## config.mk

```make
export PLATFORM = sky130hd
export DESIGN_NAME = boot_load_ctrl
export DESIGN_NICKNAME = d
export VERILOG_FILES = /design/src/rtl/boot_load_ctrl.sv
export SDC_FILE = /design/constraint.sdc
export NUM_CORES = 1
export LEC_CHECK = 0
export ABC_CLOCK_PERIOD_IN_PS = 4100
export BUFFER_PORTS_ARGS = -buffer_cell sky130_fd_sc_hd__buf_2
export CAP_MARGIN = 20
export CORE_MARGIN = 3
export CORE_UTILIZATION = 60
export CTS_CLUSTER_DIAMETER = 100
export CTS_CLUSTER_SIZE = 30
export DETAILED_ROUTE_END_ITERATION = 16
export GPL_TIMING_DRIVEN = 0
export PLACE_DENSITY = 0.85
export SYNTH_ARGS = -nofsm -noshare
export SYNTH_HDL_FRONTEND = slang
export SYNTH_SLANG_ARGS = --single-unit
```

## constraint.sdc

```tcl
create_clock -name Clk -period 4.1 [get_ports Clk]
set_clock_uncertainty 0.2 [all_clocks]
set_input_delay 0.615 -clock Clk [delete_from_list [all_inputs] [get_ports Clk]]
set_output_delay 0.615 -clock Clk [all_outputs]
set_load 0.005 [all_outputs]
```

## src/rtl/boot_load_ctrl.sv

```systemverilog
// Boot loader: streams a length-prefixed image from a byte receiver into instruction memory.
// Build macro BOOT_CSUM_EN adds a trailing modulo-256 checksum byte (error code 3 on mismatch).
module boot_load_ctrl #(
  parameter int          MAX_LEN = 32,
  parameter logic [12:0] TIMEOUT = 13'd5207
) (
  input  logic       Clk,
  input  logic       Reset,
  input  logic       Load,
  input  logic       Byte_Valid,
  input  logic [7:0] Byte_Data,
  input  logic       FE,
  output logic       Rx_Clear,
  output logic       Wr_En,
  output logic [4:0] Wr_Addr,
  output logic [7:0] Wr_Data,
  output logic       CPU_Hold,
  output logic       Done,
  output logic [1:0] Err_Code,
  output logic [5:0] Byte_Count
);

  localparam logic [2:0] S_IDLE  = 3'd0;
  localparam logic [2:0] S_CLEAR = 3'd1;
  localparam logic [2:0] S_LEN   = 3'd2;
  localparam logic [2:0] S_DATA  = 3'd3;
  localparam logic [2:0] S_DONE  = 3'd5;
  localparam logic [2:0] S_ERR   = 3'd6;
`ifdef BOOT_CSUM_EN
  localparam logic [2:0] S_CSUM  = 3'd4;
  localparam logic [1:0] ERR_CSUM = 2'd3;
`endif
  localparam logic [1:0] ERR_LEN  = 2'd1;
  localparam logic [1:0] ERR_LINK = 2'd2;
  localparam logic [7:0] MAX_LEN_B = 8'(MAX_LEN);

  logic [2:0]  r_state;
  logic        r_load_q;
  logic [5:0]  r_len;
  logic [12:0] r_timer;
  logic        w_load_rise;
  logic        w_link_fault;
  logic        w_len_ok;
  logic        w_timed_out;
  logic [5:0]  w_count_inc;
  logic [12:0] w_timer_inc;

  assign w_load_rise  = Load & ~r_load_q;
  // A framing error or the operator releasing Load aborts any active load phase
  assign w_link_fault = FE | ~Load;
  assign w_len_ok     = (Byte_Data != 8'd0) && (Byte_Data <= MAX_LEN_B);
  assign w_count_inc  = Byte_Count + 6'd1;
  assign w_timer_inc  = r_timer + 13'd1;
  assign w_timed_out  = (w_timer_inc == TIMEOUT);

`ifdef BOOT_CSUM_EN
  logic [7:0] r_sum;
  logic       w_accept;

  assign w_accept = (r_state == S_DATA) & Byte_Valid & ~w_link_fault & ~w_load_rise;

  // Running modulo-256 sum of accepted payload bytes
  always_ff @(posedge Clk or posedge Reset) begin
    if (Reset) begin
      r_sum <= 8'd0;
    end else if (w_load_rise) begin
      r_sum <= 8'd0;
    end else if (w_accept) begin
      r_sum <= r_sum + Byte_Data;
    end else begin
      r_sum <= r_sum;
    end
  end
`endif

  // Load sequencer and all registered outputs
  always_ff @(posedge Clk or posedge Reset) begin
    if (Reset) begin
      r_state    <= S_IDLE;
      r_load_q   <= 1'b0;
      r_len      <= 6'd0;
      r_timer    <= 13'd0;
      Rx_Clear   <= 1'b0;
      Wr_En      <= 1'b0;
      Wr_Addr    <= 5'd0;
      Wr_Data    <= 8'd0;
      CPU_Hold   <= 1'b0;
      Done       <= 1'b0;
      Err_Code   <= 2'd0;
      Byte_Count <= 6'd0;
    end else begin
      r_load_q <= Load;
      Rx_Clear <= 1'b0;
      Wr_En    <= 1'b0;
      if (w_load_rise) begin
        r_state    <= S_CLEAR;
        Rx_Clear   <= 1'b1;
        CPU_Hold   <= 1'b1;
        Done       <= 1'b0;
        Err_Code   <= 2'd0;
        Byte_Count <= 6'd0;
        r_timer    <= 13'd0;
      end else begin
        case (r_state)
          S_CLEAR: r_state <= S_LEN;
          S_LEN: begin
            if (w_link_fault) begin
              r_state  <= S_ERR;
              Err_Code <= ERR_LINK;
            end else if (Byte_Valid) begin
              if (w_len_ok) begin
                r_len   <= Byte_Data[5:0];
                r_timer <= 13'd0;
                r_state <= S_DATA;
              end else begin
                r_state  <= S_ERR;
                Err_Code <= ERR_LEN;
              end
            end else begin
              r_state <= S_LEN;
            end
          end
          S_DATA: begin
            if (w_link_fault) begin
              r_state  <= S_ERR;
              Err_Code <= ERR_LINK;
            end else if (Byte_Valid) begin
              Wr_En      <= 1'b1;
              Wr_Addr    <= Byte_Count[4:0];
              Wr_Data    <= Byte_Data;
              Byte_Count <= w_count_inc;
              r_timer    <= 13'd0;
              if (w_count_inc == r_len) begin
`ifdef BOOT_CSUM_EN
                r_state <= S_CSUM;
`else
                r_state  <= S_DONE;
                Done     <= 1'b1;
                CPU_Hold <= 1'b0;
`endif
              end else begin
                r_state <= S_DATA;
              end
            end else if (w_timed_out) begin
              r_state  <= S_ERR;
              Err_Code <= ERR_LINK;
            end else begin
              r_timer <= w_timer_inc;
            end
          end
`ifdef BOOT_CSUM_EN
          S_CSUM: begin
            if (w_link_fault) begin
              r_state  <= S_ERR;
              Err_Code <= ERR_LINK;
            end else if (Byte_Valid) begin
              if (Byte_Data == r_sum) begin
                r_state  <= S_DONE;
                Done     <= 1'b1;
                CPU_Hold <= 1'b0;
              end else begin
                r_state  <= S_ERR;
                Err_Code <= ERR_CSUM;
              end
            end else if (w_timed_out) begin
              r_state  <= S_ERR;
              Err_Code <= ERR_LINK;
            end else begin
              r_timer <= w_timer_inc;
            end
          end
`endif
          S_IDLE, S_DONE, S_ERR: r_state <= r_state;
          // Unreachable encodings fail safe: CPU stays held until a fresh load
          default: begin
            r_state  <= S_ERR;
            CPU_Hold <= 1'b1;
            Done     <= 1'b0;
            Err_Code <= ERR_LINK;
          end
        endcase
      end
    end
  end

endmodule

```

### Word-level counts from Yosys, hierarchy flattened

Index checks and enable logic that the tools add are counted.

| cells by class | value |
|---|---|
| bitwise logic cells | 6 |
| muxes and demuxes | 44 |
| reductions and logical operators | 16 |
| eq/ne operators | 23 |
| add/sub/neg operators | 2 |
| $lt $le $gt $ge | 1 |

Operators by type and width:

| cell | count |
|---|---|
| $mux 13 | 7 |
| $pmux 13 s2 | 1 |
| $mux 3 | 8 |
| $mux 6 | 4 |
| $ne 4x4->1 const B | 5 |
| $ne 3x3->1 const B | 6 |
| $mux 2 | 7 |
| $add 13x1->13 const B | 1 |
| $eq 13x13->1 const B | 1 |
| $mux 1 | 13 |
| $pmux 3 s4 | 1 |
| $reduce_and 5->1 | 2 |
| $le 8x6->1 const B | 1 |
| $reduce_and 4->1 | 2 |
| $reduce_bool 8->1 | 1 |
| $add 6x1->6 const B | 1 |
| $eq 3x2->1 const B | 2 |
| $eq 3x3->1 const B | 2 |
| $eq 6x6->1 | 1 |
| $pmux 2 s3 | 1 |
| $reduce_and 6->1 | 1 |
| $ne 5x5->1 const B | 1 |
| $reduce_or 5->1 | 1 |
| $ne 2x1->1 const B | 2 |
| other kinds (14) | 20 |

| word-level totals | value |
|---|---|
| input bits | 13 |
| output and inout bits | 25 |
| word-level logic and storage cells | 104 |
| flip-flop bits (word level) | 48 |

### Depth between registers and ports, before layout

| depth | value |
|---|---|
| word-level depth | 7 |
| gate-level depth with buffers | 10 |
| mapped depth without buffers | 9 |

### Worst setup path before layout

Ideal clock, no wire load.

| timing path | value |
|---|---|
| kind | input to register |
| from | in Byte_Data[1] |
| to | reg r_timer[11] |
| path buffers | 1 |
| slack | 1181 ps |
| required time | 3826 ps |
| library setup time | 74 ps |
| arrival time | 2645 ps |
| stages | 8 |
| cells stage by stage | or4_4 > o21ai_2 > nand3_2 > o31a_1 > or3_1 > buf_2 > or3_4 > o21ai_2 |

| on the way | value |
|---|---|
| longest elaborated chain between the ends | 4 |
| elaborated cells on any way between the ends | 5 |
| those cells by class | order compare (1); eq/ne (1); reduce/logical (3) |

RTL lines:

| what | line | source |
|---|---|---|
| start, declared | 11 | `input logic [7:0] Byte_Data,` |
| $le 8x6->1 / $reduce_bool 8->1 (equally long branches) | 51 | `assign w_len_ok = (Byte_Data != 8'd0) && (Byte_Data <= MAX_LEN_B);` |
| $logic_and 1x1->1 (*) | 51 |  |
| $ne 3x3->1 (no source line) (*) | n/a |  |
| $reduce_and 6->1 (no source line) (*) | n/a |  |
| end signal, assigned | 148 | `r_timer <= w_timer_inc;` |
| end, declared | 40 | `logic [12:0] r_timer;` |

Every way passes the cells marked *; elsewhere a longest branch is shown, timed or not.
A chain may end at the register's enable or synchronous reset.

### Worst setup path in the final report

| timing path | value |
|---|---|
| from | reg r_timer[0] |
| to | reg r_timer[11] |

| on the way | value |
|---|---|
| longest elaborated chain between the ends | 6 |
| elaborated cells on any way between the ends | 9 |
| those cells by class | add/sub (1); eq/ne (2); mux (5); reduce/logical (1) |

RTL lines:

| what | line | source |
|---|---|---|
| $add 13x1->13 (*) | 53 | `assign w_timer_inc = r_timer + 13'd1;` |
| parallel branches: the longest is 5 deep, another holds $eq 13x13->1 | n/a |  |

Every way passes the cells marked *. The select of a mux whose other input is x is not followed.

==> flow_metrics.tcl <==
set metrics [dict create \
    grt_use_total_pct 23.7 \
    start_kind "flop" \
    final_cell_area_sq_um 3010 \
    worstRegToRegCells 9 \
    routed_wl_mm 5.85 \
    drt-initial-drc-count 185 \
    grt_overflow 0 \
    p_total_mw 1.18 \
    drc 0 \
    clock-root-buffer "clkbuf_8" \
    diodes 0 \
    drive_above_1_share_pct 21.9 \
    cts_buffer_depth 2 \
    final_util_pct 73.2 \
    die-area_sq_um 5230 \
    grt_max_degree 30 \
    reg2reg_from "r_timer[0]$_DFFE_PP0P_" \
    vdd_drop_max_v 0.000284 \
    hold_path.class "input port to async pin" \
    syn_to_final_growth_pct 14.0 \
    placed_area_sq_um 2910 \
    dp.cells 379 \
    status "finished clean" \
    fp.dieW_um 72.4 \
    syn-num-nets 307 \
    hpwl_mm 4.18 \
    cp_data_required_time_ns 4.14 \
    power_density_nw_per_um2 392 \
    clk_latency_ns 0.31 \
    synth-async-reset-ratio_pct 100 \
    antenna_found_initial 0 \
    finalMaxSlewViolations 0 \
    layout_setup_ws_ns 0.804 \
    instances_no_fill 388 \
    synthFlopType "dfrtp_1" \
    ctsResizeCount 0 \
    worst_pin_slew_ns 0.542 \
    cap_violations 0 \
    grt_pass1_wl_mm 9.80 \
    worstPathArrival_ns 3.34 \
    wl_per_cell_um 15.1 \
    vias 2291 \
    power_leakage_nw 1.49 \
    post-route-min-period_ns 3.30 \
    ys_warn_count 0 \
    endpoint_kind "flop" \
    cts_setup_buffers 0 \
    syn_avg_cell_area_sq_um 9.08 \
    relSlewSlack_pct 63.6 \
    synth_area_sq_um 2640 \
    grt_pass1_vias 2102 \
    design.core.area_sq_um 4120 \
    final_hold_viol_count 0 \
    initial_core_util_pct 64.2 \
    clk_pin_slew_ns 0.09 \
    dp_slack_ns 0.858 \
    portBuffers 37 \
    yosysSeqAreaShare_pct 45.5 \
    ys_seq_elements 48 \
    finalSetupViolations 0 \
    htreeDepth 2 \
    fmax_mhz 303 \
    critPathMaxFanout 9 \
    tns_ns 0 \
    nNetsFinal 353 \
    rsz0062_at_grt "false" \
    dr.pass1.iters 4 \
    clock-sinks 48 \
    synth_cell_type_count 54 \
    io_pins 38 \
    cts_tree "yes" \
    numCtsBuffers 5 \
    synthCells 291 \
    cp-startpoint "r_timer[0]$_DFFE_PP0P_" \
    synth_edf_count 0 \
    crit_type "flop to flop" \
    ant_nets 0 \
    hold_buffers 0 \
    viasPerCell 5.90 \
    globalplace.congestion 0.830 \
    whs_ns 0.113 \
    fp-row-count 23 \
    die_h_um 72.4 \
    fin_crit_sh_pct 80.4 \
]
-- state kept, by name, indices dropped and copies added, names as in the netlist --
register	count
Rx_Clear	1
Wr_Addr	5
r_timer	13
r_len	6
r_state	3
Err_Code	2
Wr_Data	8
Wr_En	1
CPU_Hold	1
Byte_Count	6
r_load_q	1
Done	1
-- cells by family (layout without fill, tap and decap cells) --
family                     Yosys count  count (layout)  share of synthesized area, %
and+or+nand+nor                    129             129                          25.2
DFF                                 48              48                          45.5
xor gates and xnor gates            10              10                          3.32
buffers and inverters               24              71                          3.74
adders and majority gates            3               3                          1.42
AOI/OAI and AO/OA                   69              69                          17.6
muxes                                8               8                          3.32
-- final timing paths --
| kind | slack, ns | end |
|---|---|---|
| hold reg to reg | 0.28 | Wr_Data[7]$_DFFE_PP0P_ |
| hold / removal | 0.11 | r_timer[8]$_DFFE_PP0P_ |
| setup reg to reg | 0.80 | r_timer[11]$_DFFE_PP0P_ |
| setup / recovery | 0.80 | r_timer[11]$_DFFE_PP0P_ |
| min in group Clk | 0.27 | r_load_q$_DFF_PP0_ |
| max in group asynchronous | 3.08 | Wr_Data[2]$_DFFE_PP0P_ |
-- routing by layer --
metal / routed length [um] / track usage (%) / up-vias / part of all wire, %
met5: 0 / 0 / - / 0
li1: - / - / 1131 / -
met1: 2590 / 31.9 / 1085 / 44
met4: 78 / 6.47 / 0 / 1.3
met3: 329 / 4.57 / 9 / 5.6
met2: 2850 / 39.1 / 66 / 49
-- cells in the final DEF (no fill, tap or decap), types with 3 or more instances in the layout --
master | netlist | routed
nand2b_1 | 3 | 3
dfrtp_1 | 48 | 48
or3_1 | 4 | 4
mux2_2 | 6 | 6
buf_2 | 7 | 44
a21oi_1 | 9 | 9
nand3_1 | 8 | 8
ha_1 | 3 | 3
a31oi_1 | 4 | 4
nor3_1 | 8 | 8
clkbuf_8 | 0 | 6
xor2_1 | 6 | 6
o31ai_1 | 8 | 8
xnor2_1 | 4 | 4
nor2_1 | 13 | 13
inv_1 | 8 | 7
clkbuf_1 | 7 | 7
nor4_1 | 4 | 4
nand2_1 | 58 | 58
o21ai_0 | 25 | 25
and3_1 | 5 | 5
nor2b_1 | 6 | 6
-- cell usage after synthesis (3+ instances only) --
master	count	area share, %
xor2_1	6	2.0
nor3_1	8	1.5
nand2_1	58	8.2
inv_1	8	1.1
clkbuf_1	7	0.99
nor4_1	4	0.95
nor2b_1	6	1.4
mux2_2	6	2.6
dfrtp_1	48	45
ha_1	3	1.4
nand3_1	8	1.5
o31ai_1	8	2.3
and3_1	5	1.2
nand2b_1	3	0.71
nor2_1	13	1.8
a31oi_1	4	0.95
xnor2_1	4	1.3
buf_2	7	1.3
a21oi_1	9	1.7
o21ai_0	25	4.7
or3_1	4	0.95
-- final cells by class --
class | instances | area, sq um
Clock inverter | 2 | 15.0
Fill cell | 323 | 1100
Buffer | 15 | 65.1
Clock buffer | 6 | 82.6
Tap cell | 50 | 62.6
Multi-Input combinational cell | 219 | 1340
Timing Repair Buffer | 39 | 210
Inverter | 9 | 33.8
Sequential cell | 48 | 1200
-- power by group --
group	switching, mW	leakage, nW	total (mW)	internal (mW)
clock	0.162	0.0434	0.299	0.137
combinational	0.178	0.805	0.314	0.136
sequential	0.0345	0.646	0.566	0.532
total	0.375	1.49	1.18	0.805
-- worst max-delay path: stages, from the launching register on --
cell and delay, ns:
dfrtp_1 0.49, ha_1 0.36, nand3_1 0.26, and4_1 0.27, a311oi_1 0.45, nor4_2 0.17, or3_1 0.33, buf_2 0.19
or3_4 0.39, o21ai_2 0.13
Power figures use the tool's default switching activity.
